$ cat config.mk
export PLATFORM = sky130hd
export DESIGN_NAME = alu_sweep_ctrl
export DESIGN_NICKNAME = d
export VERILOG_FILES = /design/src/rtl/alu_sweep_ctrl.sv
export SDC_FILE = /design/constraint.sdc
export NUM_CORES = 1
export LEC_CHECK = 0
export BUFFER_PORTS_ARGS = -buffer_cell sky130_fd_sc_hd__buf_4
export CAP_MARGIN = 10
export CORE_MARGIN = 10
export CORE_UTILIZATION = 45
export CTS_CLUSTER_SIZE = 20
export DETAILED_ROUTE_END_ITERATION = 7
export MAX_ROUTING_LAYER = met4
export PLACE_DENSITY = 0.79
export SLEW_MARGIN = 20
export SYNTH_ARGS = -nofsm -noshare
export SYNTH_HDL_FRONTEND = slang
export SYNTH_SLANG_ARGS = --single-unit
$ cat constraint.sdc
create_clock -name clk -period 2.1 [get_ports clk]
set_input_delay 0.42 -clock clk [delete_from_list [all_inputs] [get_ports clk]]
set_output_delay 0.42 -clock clk [all_outputs]
set_load 0.01 [all_outputs]
$ cat src/rtl/alu_sweep_ctrl.sv
// alu_sweep_ctrl: steps a combinational ALU through the masked opcodes of one
// operand pair in ascending order, waits SETTLE cycles per opcode, and returns
// each captured result on a valid/ready stream tagged with its opcode.
module alu_sweep_ctrl #(
  parameter int WIDTH  = 32,
  parameter int SETTLE = 1
) (
  input  logic             clk,
  input  logic             rst_n,
  input  logic             cmd_valid,
  output logic             cmd_ready,
  input  logic [WIDTH-1:0] cmd_a,
  input  logic [WIDTH-1:0] cmd_b,
  input  logic [3:0]       cmd_mask,
  output logic [WIDTH-1:0] alu_a,
  output logic [WIDTH-1:0] alu_b,
  output logic [1:0]       alu_c,
  input  logic [WIDTH-1:0] alu_out,
  output logic             res_valid,
  input  logic             res_ready,
  output logic [1:0]       res_op,
  output logic [WIDTH-1:0] res_data,
  output logic             res_last,
  output logic [15:0]      sweep_cnt
);

  typedef enum logic [1:0] {IDLE, SETTLE_WAIT, RESP} state_t;

  localparam logic [3:0] SETTLE_C = 4'(SETTLE);

  state_t           state_q, state_d;
  logic [3:0]       cnt_q, cnt_d;
  logic [3:0]       mask_q, mask_d;
  logic [WIDTH-1:0] alu_a_q, alu_a_d, alu_b_q, alu_b_d;
  logic [1:0]       alu_c_q, alu_c_d;
  logic             res_valid_q, res_valid_d;
  logic [1:0]       res_op_q, res_op_d;
  logic [WIDTH-1:0] res_data_q, res_data_d;
  logic             res_last_q, res_last_d;
  logic [15:0]      sweep_cnt_q, sweep_cnt_d;
  logic             cmd_ready_q, cmd_ready_d;

  // Index of the lowest set bit (0 when the mask is empty).
  function automatic logic [1:0] low_idx(input logic [3:0] m);
    logic [1:0] r;
    r = 2'd0;
    for (int i = 3; i >= 0; i--)
      if (m[i]) r = 2'(i);
    return r;
  endfunction

  // Mask bits strictly above opcode c: the opcodes still to be issued.
  function automatic logic [3:0] bits_above(input logic [3:0] m, input logic [1:0] c);
    logic [3:0] r;
    r = 4'd0;
    for (int i = 0; i < 4; i++)
      if (i > int'(c)) r[i] = m[i];
    return r;
  endfunction

  // Next-state and output decode for the sweep sequencer.
  always_comb begin
    state_d     = state_q;
    cnt_d       = cnt_q;
    mask_d      = mask_q;
    alu_a_d     = alu_a_q;
    alu_b_d     = alu_b_q;
    alu_c_d     = alu_c_q;
    res_valid_d = res_valid_q;
    res_op_d    = res_op_q;
    res_data_d  = res_data_q;
    res_last_d  = res_last_q;
    sweep_cnt_d = sweep_cnt_q;
    unique case (state_q)
      IDLE: begin
        if (cmd_valid && cmd_ready_q) begin
          alu_a_d = cmd_a;
          alu_b_d = cmd_b;
          mask_d  = cmd_mask;
          if (cmd_mask != 4'd0) begin
            alu_c_d = low_idx(cmd_mask);
            cnt_d   = SETTLE_C;
            state_d = SETTLE_WAIT;
          end else begin
            // Empty sweep completes immediately with nothing to return.
            sweep_cnt_d = sweep_cnt_q + 16'd1;
          end
        end
      end
      SETTLE_WAIT: begin
        if (cnt_q <= 4'd1) begin
          res_data_d  = alu_out;
          res_op_d    = alu_c_q;
          res_valid_d = 1'b1;
          res_last_d  = (bits_above(mask_q, alu_c_q) == 4'd0);
          state_d     = RESP;
        end else begin
          cnt_d = cnt_q - 4'd1;
        end
      end
      RESP: begin
        if (res_ready) begin
          res_valid_d = 1'b0;
          res_last_d  = 1'b0;
          if (res_last_q) begin
            sweep_cnt_d = sweep_cnt_q + 16'd1;
            state_d     = IDLE;
          end else begin
            alu_c_d = low_idx(bits_above(mask_q, alu_c_q));
            cnt_d   = SETTLE_C;
            state_d = SETTLE_WAIT;
          end
        end
      end
      default: state_d = IDLE;
    endcase
    // Registered ready: only asserted once the FSM is back in IDLE, so a
    // command can never be taken on the same edge as the final handshake.
    cmd_ready_d = (state_d == IDLE);
  end

  // State and output registers, cleared asynchronously.
  always_ff @(posedge clk or negedge rst_n) begin
    if (!rst_n) begin
      state_q     <= IDLE;
      cnt_q       <= 4'd0;
      mask_q      <= 4'd0;
      alu_a_q     <= '0;
      alu_b_q     <= '0;
      alu_c_q     <= 2'd0;
      res_valid_q <= 1'b0;
      res_op_q    <= 2'd0;
      res_data_q  <= '0;
      res_last_q  <= 1'b0;
      sweep_cnt_q <= 16'd0;
      cmd_ready_q <= 1'b1;
    end else begin
      state_q     <= state_d;
      cnt_q       <= cnt_d;
      mask_q      <= mask_d;
      alu_a_q     <= alu_a_d;
      alu_b_q     <= alu_b_d;
      alu_c_q     <= alu_c_d;
      res_valid_q <= res_valid_d;
      res_op_q    <= res_op_d;
      res_data_q  <= res_data_d;
      res_last_q  <= res_last_d;
      sweep_cnt_q <= sweep_cnt_d;
      cmd_ready_q <= cmd_ready_d;
    end
  end

  assign cmd_ready = cmd_ready_q;
  assign alu_a     = alu_a_q;
  assign alu_b     = alu_b_q;
  assign alu_c     = alu_c_q;
  assign res_valid = res_valid_q;
  assign res_op    = res_op_q;
  assign res_data  = res_data_q;
  assign res_last  = res_last_q;
  assign sweep_cnt = sweep_cnt_q;

endmodule

Word-level counts from Yosys, hierarchy flattened
Index checks and enable logic that the tools add are counted.
{ "word_totals": {"ramBits": 0, "mem_count": 0, "register_bits": 129, "input_bits": 104, "latch_bits": 0, "out_inout_bits": 119, "rom_bits": 0, "elab_cells": 94} }
{ "classes": {"n_eq_ne": 10, "bitwise": 0, "n_mul": 0, "add_sub_neg": 2, "n_lt_le_gt_ge": 4, "n_reduce_logical": 14, "shift": 0, "div": 0, "mux": 52} }
{ "op_table": {"columns": ["cell", "n"], "rows": [
  ["$mux 16", 4],
  ["$pmux 16 s2", 1],
  ["$mux 2", 15],
  ["$mux 1", 22],
  ["$mux 4", 5],
  ["$add 16x1->16 const B", 1],
  ["$ne 2x2->1 const B", 8],
  ["$pmux 4 s3", 1],
  ["$reduce_and 5->1", 2],
  ["$pmux 2 s3", 1],
  ["$reduce_and 6->1", 1],
  ["$gt 2x2->1 const A", 2],
  ["$le 4x1->1 const B", 1],
  ["$logic_not 2->1", 2],
  ["$pmux 1 s2", 2],
  ["$pmux 2 s2", 1],
  ["$reduce_and 2->1", 2],
  ["$reduce_bool 2->1", 2],
  ["$reduce_bool 4->1", 1],
  ["$sub 4x1->4 const B", 1],
  ["$logic_not 3->1", 1],
  ["$reduce_and 3->1", 1],
  ["$reduce_bool 3->1", 1],
  ["$eq 2x1->1 const B", 1],
  ["other kinds (3)", 3]
]} }

Logic depth before layout (Yosys ltp)
Gate-level depths: netlist of the first run.
{ "depth": {"word_depth": 11, "mapped_depth": 8, "ltp_nobuf": 6} }

Worst setup path before layout of the first run
No wires, ideal clock.
{ "synth_path": {"path_kind": "flip-flop to flip-flop", "startpoint": "register cnt_q[0]", "endpoint": "register res_data_q[10] (netlist: res_data[10])", "setup_time_ns": 0.125, "arrival_ns": 1.552, "stages_incl_launch_ff": 8, "n_path_buf": 2, "required_ns": 1.975, "path_slack_ns": 0.424, "synth_period_minus_slack_ns": 1.676, "cell_sequence": "dfrtp_1 -> inv_1 -> ha_1 -> nor2_1 -> nand3b_1 -> buf_4 -> buf_2 -> mux2_2"} }
{ "synth_via": {"elab_chain_cells": 2} }
{ "synth_rtl": {"columns": ["item", "line_no", "text"], "rows": [
  ["from (decl)", "32", "logic [3:0] cnt_q, cnt_d;"],
  ["from (signal assigned)", "139", "cnt_q <= cnt_d;"],
  ["$le 4x1->1", "91", "if (cnt_q <= 4'd1) begin"],
  ["$reduce_and 2->1 (no source line)", null, null],
  ["to (signal assigned)", "146", "res_data_q <= res_data_d;"],
  ["to (decl)", "38", "logic [WIDTH-1:0] res_data_q, res_data_d;"]
]} }
Every way passes these cells.
A chain may end at the register's enable or synchronous reset.

Worst setup path after layout of the first run
{ "layout_path": {"startpoint": "register cmd_ready_q (netlist: cmd_ready)", "endpoint": "register sweep_cnt_q[15] (netlist: sweep_cnt[15])"} }
{ "layout_via": {"elab_chain_cells": 3} }
{ "layout_rtl": {"columns": ["item", "line_no", "text"], "rows": [
  ["from (decl)", "41", "logic cmd_ready_q, cmd_ready_d;"],
  ["from (signal assigned)", "149", "cmd_ready_q <= cmd_ready_d;"],
  ["$logic_and 1x1->1", "76", "if (cmd_valid && cmd_ready_q) begin"],
  ["$ne 2x2->1 (no source line)", null, null],
  ["$reduce_and 5->1 (no source line)", null, null],
  ["to (signal assigned)", "148", "sweep_cnt_q <= sweep_cnt_d;"],
  ["to (decl)", "40", "logic [15:0] sweep_cnt_q, sweep_cnt_d;"]
]} }
Every way passes these cells.

==> results of run 1 <==
metrics by stage:
stage / utilization [%] / total power [W] / setup WS (ps) / hold WS (ps)
after CTS: 69.1 / 0.0119 / 207 / 8.61
final: 69.1 / 0.0118 / 212 / -2.11
after global placement: 63.3 / 0.00860 / 138 / 440
after global routing: 69.1 / 0.0125 / 137 / 31.5
after floorplan: - / 0.00637 / 424 / 124
after detailed placement: 63.3 / 0.00881 / 63.1 / 443
worst paths after layout:
| check | cells past startpoint | start | slack (ps) | to |
|---|---|---|---|---|
| min in group clk | 3 | cmd_b[2] | 200 | alu_b[2]$_DFFE_PN0P_ |
| worst min register to register | 2 | alu_a[27]$_DFFE_PN0P_ | 480 | alu_a[27]$_DFFE_PN0P_ |
| worst min-delay path | 1 | rst_n | -2 | sweep_cnt[3]$_DFFE_PN0P_ |
| max in group asynchronous | 2 | rst_n | 1450 | alu_a[24]$_DFFE_PN0P_ |
| worst max register to register | 4 | cmd_ready$_DFF_PN1_ | 210 | sweep_cnt[15]$_DFFE_PN0P_ |
| worst max-delay path | 4 | cmd_ready$_DFF_PN1_ | 210 | sweep_cnt[15]$_DFFE_PN0P_ |
placed cells by master (no fill, tap or decap), drive strengths merged, types with 2 or more instances in the layout:
cell type and instances:
nand4 5, nand3 8, and4 2, nand2 204
nor2 11, buf 228, and2b 2, nand2b 5
xnor2 13, o22ai 3, ha 3, bufinv 4
inv 4, xor2 4, clkbuf 18, nor4 2
mux2 36, and3 3, clkinv 8, and2 2
nand3b 4, o31ai 3, o21ai 3, dfrtp 127
clkinvlp 2, a21oi 5
power breakdown:
| group | internal [W] | total, W | switching, W | leakage (nW) |
|---|---|---|---|---|
| clock network | 0.00201 | 0.00308 | 0.00107 | 0.306 |
| logic | 0.00227 | 0.00446 | 0.00219 | 2.09 |
| registers | 0.00355 | 0.00423 | 0.000678 | 1.58 |
| total | 0.00784 | 0.0118 | 0.00393 | 3.97 |
cell families (layout without fill, tap and decap cells):
group | Yosys count | in the layout | synth area share [%]
buf+inv | 26 | 264 | 2.47
simple gates | 253 | 253 | 20.9
mux | 36 | 36 | 7.93
flops | 128 | 128 | 62.7
fa+ha+maj | 3 | 3 | 0.734
xor+xnor | 17 | 17 | 2.91
compound gates | 18 | 18 | 2.40
layer usage:
layer | up-vias | track usage (%)
met5 | - | -
met4 | 0 | 5.29
met3 | 11 | 7.00
met2 | 186 | 29.6
met1 | 2021 | 21.7
li1 | 2001 | -
worst max-delay path: cells and delay by family, from the launching register on:
kind	cells	cell delay (ps)
flip-flops	1	570
AO/OA/AOI/OAI	1	410
XOR/XNOR	1	170
AND/OR/NAND/NOR	2	660
registers in the layout (all words and copies together) (netlist names), 3 cells and up:
signal     flops
alu_a         32
alu_b         32
cnt_q          4
mask_q         3
res_data      32
sweep_cnt     16
final cells by class:
type | instances | area (sq um) | share of cell area [%]
Sequential cell | 128 | 3200 | 42.2
Multi-Input combinational cell | 327 | 1810 | 23.9
Timing Repair Buffer | 228 | 1750 | 23.1
Clock buffer | 18 | 439 | 5.79
Clock inverter | 14 | 190 | 2.51
Tap cell | 140 | 175 | 2.31
Inverter | 4 | 15.0 | 0.198
==> summary.md, run 1 <==
| Metric | Value |
|---|---|
| Die area | between 15,000 and 20,000 sq um |
| Post-detailed-routing wire length | approximately 15,000 um |
| Worst Setup Path Type | flip-flop to flip-flop |
| P_leak | roughly 4.0 nW |
| Ant. Diodes | 0 |
| Hold crit path type | input pin to async pin |
| Syn Std Cell Area | between 5000 and 6000 sq um |
| Fin cells | 859 |
| Max Clock Freq | around 530 MHz |
| Worst-margin pin slew | between 600 and 700 ps |
| Wire length on met3 | ~1400 um |
| Metal1 wirelength | 5950 um |
| Relative slew slack | between 50 and 60% |
| Post-CTS sizing | 0 |
| First-pass GRT wire length | 23,300 um |
| Initial DRC Count | 300 |
| Crit-path cells | nor4bb_4 -> a32o_2 -> and4b_1 -> xor2_1 |
| Vias per Instance | 4.91 |
| Ports | roughly 220 |
| Count leader, synth | nand2_1 |
| Number of nets in the layout | 813 |
| Commonest cells post-synth | 204 x nand2_1, 127 x dfrtp_1, 36 x mux2_2, 13 x xnor2_1 |
| Failing checks | negative hold slack |
| Final period utilization | 89.9% |
| Max-cap violations | 0 |
| CTS tree | yes |
| Critical path's slowest cell | dfstp_2 |
| Top Metal Used | met4 |
| First drt pass iteration count | 4 |
| Avg Synthesized Cell Area | 10.6 sq um |
| Final setup fails | 0 |
| Residual DRC | 0 |
| Largest cells by area after synthesis | dfrtp_1 62%, nand2_1 15%, mux2_2 7.9% |
| Total gr overflow | 0 |
| PD cells | about 1600 nW/um^2 |
| Worst skew pair latency | roughly 400 ps |
| DR WL/cell | roughly 17 um |
| Synthesized netlist cell count | roughly 480 |
| # clock sinks | around 130 |
| Synth cell types | 37 |
| Final Instance Area | approximately 7600 sq um |
| DP HPWL | about 11,000 um |
| RSZ-0062 raised after global routing | false |
| Core box area | 11,000 sq um |
| Synth Warn # | 0 |
| Setup TNS | 0 ps |
| Clk root buf | clkbuf_16 |
| Register area share after synthesis | 62.7% |
| Final hold slack | -2.11 ps |
| Clock Tree Buf Depth | 2 |
| Initial antenna violation count | 0 |
| Synth top area share | between 60 and 70% |
| Arrival @ worst endpoint | around 2200 ps |
| Post-synth EDFFs | 0 |
| Layout cells sized above 1 | between 40% and 50% |
| Antenna-violating nets left | 0 |
| Postcts setup bufs | 0 |
| Placed cells | slightly above 800 |
| CP Capture Type | flip-flop |
| CP peak stage delay | 570 ps |
| Post-Syn Nets | roughly 590 |
| Routed vias | roughly 4,200 |
| Maximum vdd ir drop | between 0.0007 and 0.0008 V |
| Die Y | between 100 and 150 um |
| Syn-to-layout area delta | 48.4% |
| H-tree lvl count | 4 |
| Total CTS buffers | 17 |
| CP Data Required Time | roughly 2400 ps |
| Layout fillers | around 830 |
| Vias in the first global route | approximately 4,400 |
| Max Slew Vio Count | 0 |
| Largest net degree at the start of global routing | 68 |
| Port Buffers | roughly 220 |
| Clock skew | 7.50 ps |
| Status | complete, but fails checks |
| Placer congestion estimate | approximately 0.87 |
| Main synth FF type | dfrtp_1 |
| Crit Path Max Fanout | 16 |
| Yosys reg bits | 128 |
| Initial Util | around 47% |
| Ys async rst share | 100% |
| Met2 routed WL | 7260 um |
| Startpoint types | flip-flop |
| Final Hold Viols | 1 |
| CTS clk-pin slew, worst paths | about 60 ps |
| # rows | 38 |
| Synth area leader | dfrtp_1 |
| GRT Overall Usage | about a fifth |
| Final Critical Period | 1890 ps |
| Post-DP Area | roughly 7000 sq um |
| Die width | 127 um |
| # hold bufs at CTS | 0 |
Note: power is estimated with default switching activity, not from simulation.
==> run 2, diff against run 1 <==
Settings changed: CORE_UTILIZATION 45 to 47, PLACE_DENSITY 0.79 to 0.82.
==> summary.md, run 2 (synthesized netlist as in run 1, its figures left out) <==
| Metric | Value |
|---|---|
| Status | completed |
| Residual DRC | 0 (unchanged) |
| Ports | 223 (unchanged) |
| Critical path's slowest cell | buf_4 |
| Initial DRC Count | 299 (-0.33%) |
| Hold crit path type | input pin to flip-flop |
| Final Critical Period | 1810 ps (-74.2 ps) |
| Die width | 124 um (-1.8%) |
| Vias per Instance | 4.91 (about the same) |
| Net Switching | 0.00389 W (-1.2%) |
| Largest net degree at the start of global routing | 68 (unchanged) |
| DR WL/cell | 16.8 um (-2.0%) |
| Power share of the clock group | 22.3% (-3.9 points) |
| Worst-margin pin slew | 677 ps (-3.00 ps) |
| Routed vias | 4,223 (+0.095%) |
| Worst Setup Path Type | flip-flop to flip-flop |
| Placer congestion estimate | 0.855 (-2.1%) |
| Relative slew slack | 54.8% (+0.20 points) |
| Post-DP Area | 6960 sq um (unchanged) |
| Clock Tree Buf Depth | 2 (unchanged) |
| First drt pass iteration count | 5 (+1) |
| Die area | 15,400 sq um (-3.6%) |
| RSZ-0062 raised after global routing | false |
| Maximum vdd ir drop | 0.000714 V (-7.6%) |
| Max Slew Vio Count | 0 (unchanged) |
| Layout fillers | 805 (-3.1%) |
| Number of nets in the layout | 814 (+0.12%) |
| Sequential Power Share | 37.8% (+1.9 points) |
| DP HPWL | 10,900 um (-2.9%) |
| First-pass GRT wire length | 23,300 um (-0.27%) |
| Final WS setup | 286 ps (+74.2 ps) |
| Final Instance Area | 7470 sq um (-1.5%) |
| H-tree lvl count | 4 (unchanged) |
| Max Clock Freq | 551 MHz (+4.1%) |
| PD cells | 1500 nW/um^2 (-3.6%) |
| Sw Share | 34.8% (+1.4 points) |
| Port Buffers | 222 (unchanged) |
| Final setup fails | 0 (unchanged) |
| CP Capture Type | flip-flop |
| Total gr overflow | 0 (unchanged) |
| Startpoint types | flip-flop |
| Total CTS buffers | 17 (unchanged) |
| P_leak | 3.93 nW (-1.2%) |
| Syn-to-layout area delta | 46.2% |
| Cell Int Power | 0.00729 W (-7.0%) |
| Vias in the first global route | 4,422 (unchanged) |
| Crit-path cells | nor4bb_4 -> buf_4 -> nand2_1 -> o21ai_0 |
| Core box area | 10,700 sq um (-2.2%) |
| Clock skew | 7.71 ps (+0.217 ps) |
| Final Hold Viols | 0 (-1) |
| Layout cells sized above 1 | 41.5% (-0.48 points) |
| Initial Util | 47.6% (+1.0 points) |
| Comb pwr share | 40.0% (+2.1 points) |
| CTS clk-pin slew, worst paths | 60 ps (about the same) |
| CP peak stage delay | 570 ps (about the same) |
| # clock sinks | 128 (unchanged) |
| # rows | 38 (unchanged) |
| Final hold slack | 95.7 ps (+97.8 ps) |
| Most common cell after layout, fill and taps aside | buf_4 |
| Post-detailed-routing wire length | 14,400 um (-1.9%) |
| Max-cap violations | 0 (unchanged) |
| Post-CTS sizing | 0 (unchanged) |
| CP Data Required Time | 2520 ps (+100 ps) |
| Antenna-violating nets left | 0 (unchanged) |
| Crit Path Max Fanout | 67 (+51) |
| Initial antenna violation count | 0 (unchanged) |
| Setup TNS | 0 ps (unchanged) |
| Die Y | 124 um (-1.8%) |
| Clk root buf | clkbuf_8 |
| GRT Overall Usage | 18.8% (+0.18 points) |
| Final period utilization | 86.4% (-3.5 points) |
| Worst skew pair latency | 510 ps (+100 ps) |
| Util after Layout | 69.6% (+0.48 points) |
| Pre-CTS setup slack | 173 ps (+110 ps) |
| Arrival @ worst endpoint | 2240 ps (+30 ps) |
| Commonest cells after routing, fill and taps aside | 225 x buf_4, 204 x nand2_1, 127 x dfrtp_1 |
| Ant. Diodes | 0 (unchanged) |
| CTS tree | yes |
[run 2: worst paths after layout]
check	slack [ps]	start	to	depth (start not counted)
min reg2reg	470	sweep_cnt[15]$_DFFE_PN0P_	sweep_cnt[15]$_DFFE_PN0P_	1
min in group asynchronous	380	rst_n	alu_a[2]$_DFFE_PN0P_	2
max reg2reg	290	cmd_ready$_DFF_PN1_	mask_q[3]$_DFFE_PN0P_	4
max in group asynchronous	1120	rst_n	cmd_ready$_DFF_PN1_	3
min	100	cmd_b[1]	alu_b[1]$_DFFE_PN0P_	3
max	290	cmd_ready$_DFF_PN1_	mask_q[3]$_DFFE_PN0P_	4
[run 2: worst max-delay path, delay by kind of cell, from the launching register on]
kind	cells	cell delay (ps)
AOI/OAI and AO/OA	1	110
and+or+nand+nor	2	460
buffers and inverters	1	570
DFF	1	560
[run 2: routing by layer]
| layer | part of all wire, % | track usage (%) | up-vias |
|---|---|---|---|
| li1 | - | - | 2010 |
| met1 | 42 | 22.6 | 2036 |
| met2 | 50 | 30.3 | 160 |
| met3 | 6.1 | 5.06 | 17 |
| met4 | 1.2 | 5.96 | 0 |
| met5 | 0 | - | - |
[run 2: per-stage QoR]
stage               instances  total power (W)
global route              860           0.0119
finish                    860           0.0112
CTS                       860           0.0113
detailed placement        827          0.00879
floorplan                 481          0.00637
global placement          827          0.00856
[run 2: timing repair]
action	in CTS	in global routing
hold buffers	1	0
endpoints found under the hold margin	22	0
buffers inserted	0	0
[run 2: area by class of cell]
type / count / area [sq um] / share of cell area, %
sequential: 128 / 3200 / 42.9
multi-input combinational: 327 / 1810 / 24.3
timing repair buffer: 229 / 1760 / 23.5
clock buffer: 21 / 439 / 5.88
tap: 140 / 175 / 2.34
clock inverter: 11 / 67.6 / 0.904
inverter: 4 / 15.0 / 0.201
[run 2: power by group through the flow]
stage	registers (W)	logic, W	clock network (W)
final	0.00422	0.00447	0.00249
after floorplan	0.00461	0.00176	0
after global routing	0.00435	0.00491	0.00265
after CTS	0.00422	0.00456	0.00254
after global placement	0.00416	0.00440	0
after detailed placement	0.00424	0.00455	0
